==> src/rtl/rc_microseq_datapath.sv <==
`default_nettype none
// ============================================================================
// Module   : rc_microseq_datapath
// Purpose  : Register-file datapath with an internal T-state microsequencer.
//            Each accepted instruction runs T0 (Y <= R[ra]), T1 (Z <= ALU,
//            carry update) and T2 (R[rd] <= Z), then pulses done for a cycle.
// Revision : 1.0 - initial release
// ----------------------------------------------------------------------------
// Ports
//   clock    in   system clock, rising edge
//   clear    in   asynchronous active-low reset
//   start    in   instruction request, sampled only in IDLE
//   opcode   in   [2:0] operation, latched with start
//   rd/ra/rb in   [RSEL_W-1:0] destination / source A / source B selects
//   imm      in   [WIDTH-1:0] immediate, latched with start
//   busy     out  high in T0, T1, T2
//   done     out  registered one-cycle completion pulse
//   result   out  [WIDTH-1:0] Z register
//   carry    out  carry/borrow flag from the last ALU op
//   dbg_sel  in   [RSEL_W-1:0] debug read select
//   dbg_data out  [WIDTH-1:0] R[dbg_sel], 0 when dbg_sel >= NREGS
// ============================================================================
module rc_microseq_datapath #(
    parameter int WIDTH  = 8,
    parameter int NREGS  = 4,
    parameter int RSEL_W = 2
) (
    input  logic              clock,
    input  logic              clear,
    input  logic              start,
    input  logic [2:0]        opcode,
    input  logic [RSEL_W-1:0] rd,
    input  logic [RSEL_W-1:0] ra,
    input  logic [RSEL_W-1:0] rb,
    input  logic [WIDTH-1:0]  imm,
    output logic              busy,
    output logic              done,
    output logic [WIDTH-1:0]  result,
    output logic              carry,
    input  logic [RSEL_W-1:0] dbg_sel,
    output logic [WIDTH-1:0]  dbg_data
);

    localparam logic [2:0] OP_NOP  = 3'b000;
    localparam logic [2:0] OP_LDI  = 3'b001;
    localparam logic [2:0] OP_ADDI = 3'b010;
    localparam logic [2:0] OP_ADD  = 3'b011;
    localparam logic [2:0] OP_SUB  = 3'b100;
    localparam logic [2:0] OP_MV   = 3'b101;
    localparam logic [2:0] OP_AND  = 3'b110;
    localparam logic [2:0] OP_OR   = 3'b111;

    typedef enum logic [1:0] {
        S_IDLE = 2'd0,
        S_T0   = 2'd1,
        S_T1   = 2'd2,
        S_T2   = 2'd3
    } state_t;

    state_t             state_q, state_d;
    logic [2:0]         op_q;
    logic [RSEL_W-1:0]  rd_q, ra_q, rb_q;
    logic [WIDTH-1:0]   imm_q;
    logic [WIDTH-1:0]   regs_q [NREGS];
    logic [WIDTH-1:0]   y_q, z_q, z_d;
    logic               carry_q, carry_d;
    logic               done_q;

    logic [WIDTH-1:0]   ra_val, rb_val, opb;
    logic [WIDTH:0]     sum, diff;

    // ---------------- sequencer ----------------
    always_comb begin
        state_d = state_q;
        case (state_q)
            S_IDLE:  if (start) state_d = S_T0;
            S_T0:    state_d = S_T1;
            S_T1:    state_d = S_T2;
            S_T2:    state_d = S_IDLE;
            default: state_d = S_IDLE;
        endcase
    end

    always_ff @(posedge clock or negedge clear) begin
        if (!clear) begin
            state_q <= S_IDLE;
            done_q  <= 1'b0;
        end else begin
            state_q <= state_d;
            done_q  <= (state_q == S_T2);
        end
    end

    // Instruction latch: captured only on the accept edge so operand inputs
    // are free to change while the instruction executes.
    always_ff @(posedge clock or negedge clear) begin
        if (!clear) begin
            op_q  <= OP_NOP;
            rd_q  <= '0;
            ra_q  <= '0;
            rb_q  <= '0;
            imm_q <= '0;
        end else if (state_q == S_IDLE && start) begin
            op_q  <= opcode;
            rd_q  <= rd;
            ra_q  <= ra;
            rb_q  <= rb;
            imm_q <= imm;
        end
    end

    // ---------------- register file reads ----------------
    // Compare-and-select so out-of-range selects read as zero without
    // indexing past the array.
    always_comb begin
        ra_val   = '0;
        rb_val   = '0;
        dbg_data = '0;
        for (int i = 0; i < NREGS; i++) begin
            if (ra_q == RSEL_W'(i))    ra_val   = regs_q[i];
            if (rb_q == RSEL_W'(i))    rb_val   = regs_q[i];
            if (dbg_sel == RSEL_W'(i)) dbg_data = regs_q[i];
        end
    end

    // ---------------- ALU ----------------
    always_comb begin
        opb     = (op_q == OP_LDI || op_q == OP_ADDI) ? imm_q : rb_val;
        sum     = {1'b0, y_q} + {1'b0, opb};
        // Top bit of the widened difference is the unsigned borrow.
        diff    = {1'b0, y_q} - {1'b0, opb};
        z_d     = z_q;
        carry_d = carry_q;
        case (op_q)
            OP_NOP:  begin z_d = z_q;            carry_d = carry_q;      end
            OP_LDI:  begin z_d = imm_q;          carry_d = 1'b0;         end
            OP_ADDI: begin z_d = sum[WIDTH-1:0]; carry_d = sum[WIDTH];   end
            OP_ADD:  begin z_d = sum[WIDTH-1:0]; carry_d = sum[WIDTH];   end
            OP_SUB:  begin z_d = diff[WIDTH-1:0]; carry_d = diff[WIDTH]; end
            OP_MV:   begin z_d = y_q;            carry_d = 1'b0;         end
            OP_AND:  begin z_d = y_q & opb;      carry_d = 1'b0;         end
            OP_OR:   begin z_d = y_q | opb;      carry_d = 1'b0;         end
            default: begin z_d = z_q;            carry_d = carry_q;      end
        endcase
    end

    // ---------------- datapath registers ----------------
    always_ff @(posedge clock or negedge clear) begin
        if (!clear) begin
            y_q     <= '0;
            z_q     <= '0;
            carry_q <= 1'b0;
        end else begin
            if (state_q == S_T0) y_q <= ra_val;
            if (state_q == S_T1) begin
                z_q     <= z_d;
                carry_q <= carry_d;
            end
        end
    end

    // Writes to a select with no matching register simply find no target.
    always_ff @(posedge clock or negedge clear) begin
        if (!clear) begin
            for (int i = 0; i < NREGS; i++) regs_q[i] <= '0;
        end else if (state_q == S_T2 && op_q != OP_NOP) begin
            for (int i = 0; i < NREGS; i++) begin
                if (rd_q == RSEL_W'(i)) regs_q[i] <= z_q;
            end
        end
    end

    assign busy   = (state_q != S_IDLE);
    assign done   = done_q;
    assign result = z_q;
    assign carry  = carry_q;

endmodule
`default_nettype wire

==> config.mk <==
export PLATFORM = sky130hd
export DESIGN_NAME = rc_microseq_datapath
export DESIGN_NICKNAME = d
export VERILOG_FILES = /design/src/rtl/rc_microseq_datapath.sv
export SDC_FILE = /design/constraint.sdc
export NUM_CORES = 1
export LEC_CHECK = 0
export CAP_MARGIN = 20
export CORE_ASPECT_RATIO = 1.2
export CORE_MARGIN = 2
export CORE_UTILIZATION = 53
export DETAILED_ROUTE_END_ITERATION = 10
export GPL_ROUTABILITY_DRIVEN = 0
export HOLD_SLACK_MARGIN = 0.02
export PLACE_DENSITY = 0.87
export SETUP_SLACK_MARGIN = 0.15
export SYNTH_ARGS = -nofsm -noshare
export SYNTH_HDL_FRONTEND = slang
export SYNTH_SLANG_ARGS = --single-unit
==> constraint.sdc <==
create_clock -name clock -period 3.56 [get_ports clock]
set_input_delay 0.534 -clock clock [delete_from_list [all_inputs] [get_ports clock]]
set_output_delay 0.534 -clock clock [all_outputs]
set_load 0.1 [all_outputs]
==> metrics.md <==
| Metric | Value |
|---|---|
| Slew @ Worst Pin | `1090 ps` |
| Slew margin rel. | `0.267` |
| Post-Route WL | `11.1 mm` |
| Layout fillers | `618` |
| F_max | `301 MHz` |
| Post-synthesis cell area | `4540 µm²` |
| RSZ-0062 raised after global routing | `yes` |
| Remaining Overflow, GRT | `0` |
| Core ar. | `8470 µm²` |
| Placed Instance Area | `5020 µm²` |
| Register Area | `1730 µm²` |
| I/O Pins | `41` |
| Total Routing Usage GR | `0.259` |
| Final setup fails | `0` |
| Number of global-route vias before repair | `3638` |
| WP data arrival | `3560 ps` |
| Clock Skews | `10.9 ps` |
| DRC Markers | `0` |
| Layout cells sized above 1 | `0.247` |
| Final Util | `0.616` |
| Critical path class | `reg2reg` |
| Vias | `3542` |
| Root Driver | `clkbuf_8` |
| CTS Buffer Depth | `2` |
| CTS tree | `yes` |
| Status | `complete, no violations` |
| Syn_area_per_cell | `11.2 µm²` |
| Largest net degree at the start of global routing | `52` |
| Most frequent cells in the layout | `dfrtp_1 (68), mux2_2 (33), nand2_1 (32)` |
| Critical path startpoint category | `register` |
| Layout area overhead | `14.8%` |
| WL/cell | `19.7 µm` |
| Netlist cell types | `53` |
| CP endpoint kind | `register` |
| Routed vias/inst | `6.29` |
| Ant diodes | `0` |
| Die W | `88.5 µm` |
| Rows | `37` |
| Max-slew violations | `0` |
| First-pass GRT wire length | `18.4 mm` |
| Period utilisation layout | `0.934` |
| Synth Warn # | `0` |
| Final min period | `3330 ps` |
| DR iter-0 viols | `455` |
| Num CTS Buffers | `9` |
| CTS clk-pin slew, worst paths | `80 ps` |
| Post-CTS Hold Buffers | `0` |
| H-Tree Depth | `3` |
| Pre-antenna DRT Iters | `4` |
| Final Hold Vio Count | `0` |
| Worst-path fanout max | `9` |
| Post-route cell area | `5220 µm²` |
| TNS Setup | `0 ps` |
| Port bufs | `40` |
| CP required | `3800 ps` |
| Hold WC Path Type | `in2async` |
| Cells after Synth | `404` |
| Commonest non-fill, non-tap cell in the layout | `dfrtp_1` |
| Max-Cap Viols | `0` |
| Nets@finish | `495` |
| Antenna-violating nets left | `0` |
| Post-synth net total | `458` |
| Die area | `9330 µm²` |
| Hpwl dp | `8.05 mm` |
| Clk_lat worst skew | `350 ps` |
| Initial Util | `0.536` |
| Initial antenna violation count | `0` |
| Seq cells post-synth | `69` |
| Area of the multi-input gates | `2620 µm²` |
| Seq/Total Area, Yosys | `0.380` |
| Clk sinks | `69` |
| Die height | `105 µm` |
==> final cells by class <==
cell class	instances	share of cell area
Clock buffer	13	0.0305
Inverter	30	0.0216
Multi-Input combinational cell	283	0.502
Tap cell	117	0.0281
Clock inverter	3	0.00384
Sequential cell	69	0.331
Timing Repair Buffer	48	0.0830
==> per-stage QoR <==
step	std cells	hold slack, ps	setup slack [ps]
4_1_cts	562	131	226
5_1_grt	563	156	145
2_1_floorplan	404	238	165
6_report	563	128	233
3_5_place_dp	546	509	138
3_3_place_gp	546	502	262
==> state kept, by name, summed over array words and instances (netlist names) <==
signal   cells
op_q         3
result       8
ra_q         2
y_q          8
state_q      2
imm_q        8
regs_q      32
rb_q         2
done         1
carry        1
rd_q         2
==> worst paths after layout <==
check / startpoint / endpoint / slack [ps] / depth (start not counted)
max in group asynchronous: clear / rb_q[0] / 2390 / 2
hold / removal: clear / op_q[0] / 130 / 1
setup / recovery: rb_q[0] / result[7] / 230 / 10
setup reg to reg: rb_q[0] / result[7] / 230 / 10
hold reg to reg: carry / carry / 530 / 2
min in group clock: carry / carry / 530 / 2
==> what timing repair did <==
action	4_1_cts	5_1_grt
resized for setup	1	3
buffers inserted	0	1
endpoints found under the setup margin	1	1
==> cells in the mapped netlist (all sizes together) <==
cell type | number | area (µm²)
or2 | 1 | 6.26
a21o | 2 | 15.0
o2111ai | 1 | 15.0
fa | 2 | 40.0
and2 | 2 | 12.5
mux2 | 58 | 653
o31ai | 3 | 22.5
nor2b | 2 | 12.5
o21ai | 30 | 150
a311oi | 1 | 8.76
and3 | 2 | 12.5
o221ai | 1 | 8.76
nand2b | 2 | 12.5
nor3 | 8 | 45.0
ha | 30 | 375
a21oi | 23 | 119
mux4 | 26 | 586
a2111o | 1 | 11.3
mux2i | 2 | 20.0
o311ai | 1 | 8.76
nor4 | 1 | 6.26
o21ba | 1 | 10.0
a2111oi | 1 | 8.76
or3 | 2 | 12.5
a211oi | 2 | 15.0
nand2 | 32 | 120
a311o | 1 | 10.0
o21a | 1 | 7.51
nor3b | 4 | 40.0
clkbuf | 14 | 52.6
a21boi | 1 | 7.51
dfrtp | 69 | 1730
or3b | 1 | 8.76
inv | 30 | 113
xnor2 | 4 | 35.0
o21bai | 3 | 22.5
nand3 | 2 | 10.0
a221oi | 2 | 17.5
a31oi | 5 | 31.3
buf | 8 | 40.0
o211ai | 4 | 30.0
nand3b | 1 | 7.51
a2bb2oi | 2 | 17.5
nor2 | 15 | 58.8
==> cells by family (layout without fill, tap and decap cells) <==
logic type | after synthesis | in the layout | synth area share
AO/OA/AOI/OAI | 86 | 86 | 0.118
XOR/XNOR | 4 | 4 | 0.00771
adder cells (fa/ha/maj) | 32 | 32 | 0.0914
buffers and inverters | 52 | 94 | 0.0452
flip-flops | 69 | 69 | 0.380
multiplexers | 86 | 86 | 0.277
AND/OR/NAND/NOR | 75 | 75 | 0.0804
==> per-layer routing <==
layer  routed length (µm)  GRT usage  vias to the layer above
met5                    0          0                        -
met4                  449      0.136                        0
met3                  549     0.0501                       49
met2                 5920      0.427                      158
met1                 4180      0.318                     1779
li1                     -          -                     1556
==> critical path: stages, from the launching register on <==
cell,delay (ps)
dfrtp_2,470
mux4_2,520
mux2_2,320
inv_2,70
ha_2,310
and3_1,170
a2111o_1,450
or3_1,340
a21oi_2,180
nor4_1,70
a311o_1,310
Power is not shown: default switching activity piles up to over one toggle a cycle in this logic, so the estimate is an artifact.
==> patch: new RTL, config.mk and constraints unchanged <==
The parameter `RSEL_W` goes from 2 to 1.
--- a/src/rtl/rc_microseq_datapath.sv
+++ b/src/rtl/rc_microseq_datapath.sv
@@ -24,5 +24,5 @@
     parameter int WIDTH  = 8,
     parameter int NREGS  = 4,
-    parameter int RSEL_W = 2
+    parameter int RSEL_W = 1
 ) (
     input  logic              clock,
Ports: changed (resized dbg_sel, ra, rb and rd); port bits go from 41 to 37. No check against the original RTL was run, so the function may have changed too.
==> patch against the original RTL <==
  * Final cell count fell by 18%
  * Wire length down 27%
  * Area after synthesis is 22% lower
  * Count of clock-buffer cells in the layout shrank 8
  * Sequential cell count shrank 19
  * Worst setup slack gained 0.19 ns
  * Global-route usage down 2.5 points
  * Sequential share of layout area shrank 1.6 points
  * Final area shrank 24%
  * Critical endpoint is now result[1]
  * Largest cell class unchanged
Power is left out: the tool's default activity adds up to more than one toggle a clock period on the data nets, which glitch-free logic cannot reach.
==> patch: results (changes against the original RTL) <==
| Metric | Value |
|---|---|
| Compound-cell area share of the yosys netlist | 0.160 (+0.0421) |
| DR vias | 2,757 (-22%) |
| Crit path max-delay cell type | nor2_2 |
| Worst Skew | 0.00349 ns (-0.00743 ns) |
| R2R Path End | result[1] |
| Clk_lat worst skew | 0.31 ns (-0.04 ns) |
| Status | finished clean |
| DR WL/cell | 17.7 um (-10%) |
| Min Hold Slack | 0.0806 ns (-0.0472 ns) |
| Total CTS buffers | 5 (-4) |
| Mux cell area share after synthesis | 0.203 (-0.0739) |
| Synth Area in Adders | 0.114 (+0.0227) |
| First-pass GRT wire length | 13.4 mm (-27%) |
| R2R setup slack | 0.42 ns (+0.19 ns) |
| Post-synthesis sequential area ratio | 0.355 (-0.0255) |
| Worst r2r path cells | 7 (-3) |
| Pre-Repair DR Iteration Count | 5 (+1) |
| Reg-to-Reg Start | op_q[2] |
| Largest net degree at the start of global routing | 51 (-1.9%) |
| Synth area leaders | dfrtp_1 (35%), mux2_2 (13%), ha_1 (10%) |
| Layout net count | 424 (-14%) |
| DP Area | 0.00387 mm2 (-23%) |
| Max FFs per register | 16 (-50%) |
| Crit path DAT | 3.34 ns (-0.22 ns) |
| Ratio of cells with drive above 1 in the final layout | 0.195 (-0.0520) |
| XOR/XNOR Fraction of Synth Area | 0.0199 (+0.0121) |
| Layout fillers | 506 (-18%) |
| Max transition margin | 0.345 (+0.0780) |
| Synth Warn # | 0 (unchanged) |
| Port buffer count | 36 (-10%) |
| GR Util All Layers | 0.234 (-0.0254) |
| Syn_nets | 398 (-13%) |
| Max H-tree Level | 2 (-1) |
| Post-CTS Resized | 0 (-1) |
| DP HPWL | 5.85 mm (-27%) |
| CP max stage delay | 0.57 ns (+0.05 ns) |
## patch: how the worst max path moves through the flow
stage | cells after the start | endpoint | slack [ns] | start
after CTS | 7 | result[1] | 0.45 | op_q[2]
after global placement | 9 | result[6] | 0.64 | op_q[2]
after global routing | 9 | result[6] | 0.22 | op_q[2]
after floorplan | 11 | result[1] | 0.88 | op_q[1]
final | 7 | result[1] | 0.42 | op_q[2]
after detailed placement | 7 | result[1] | 0.46 | op_q[2]
## patch: metrics by stage
step / instances / setup WS (ns)
floorplan: 349 / 0.882
global placement: 452 / 0.644
detailed placement: 452 / 0.457
CTS: 459 / 0.446
global route: 460 / 0.218
finish: 460 / 0.423
## patch: area by class of cell
cell class | instances | area [um2] | area share
Inverter | 26 | 97.6 | 0.0246
Tap cell | 85 | 106 | 0.0268
Clock inverter | 2 | 17.5 | 0.00441
Multi-Input combinational cell | 253 | 2060 | 0.520
Sequential cell | 50 | 1250 | 0.315
Clock buffer | 5 | 68.8 | 0.0173
Timing Repair Buffer | 39 | 368 | 0.0926
## patch: metal layers
metal | global-route usage | wire, um | vias to the layer above
met5 | 0 | 0 | -
met4 | 0.0848 | 177 | 0
met3 | 0.0338 | 395 | 17
met2 | 0.398 | 4070 | 100
met1 | 0.303 | 3480 | 1359
li1 | - | - | 1281
## patch: cells by family after synthesis
family,after synthesis
compound gates,84
xor+xnor,8
fa+ha+maj,31
buf+inv,46
flops,50
mux,64
simple gates,66
## patch: worst max-delay path: cells and delay by family, from the launching register on
family	cells	cell delay, ns
adder cells (fa/ha/maj)	2	0.80
AO/OA/AOI/OAI	1	0.30
multiplexers	3	0.80
flip-flops	1	0.55
AND/OR/NAND/NOR	1	0.57
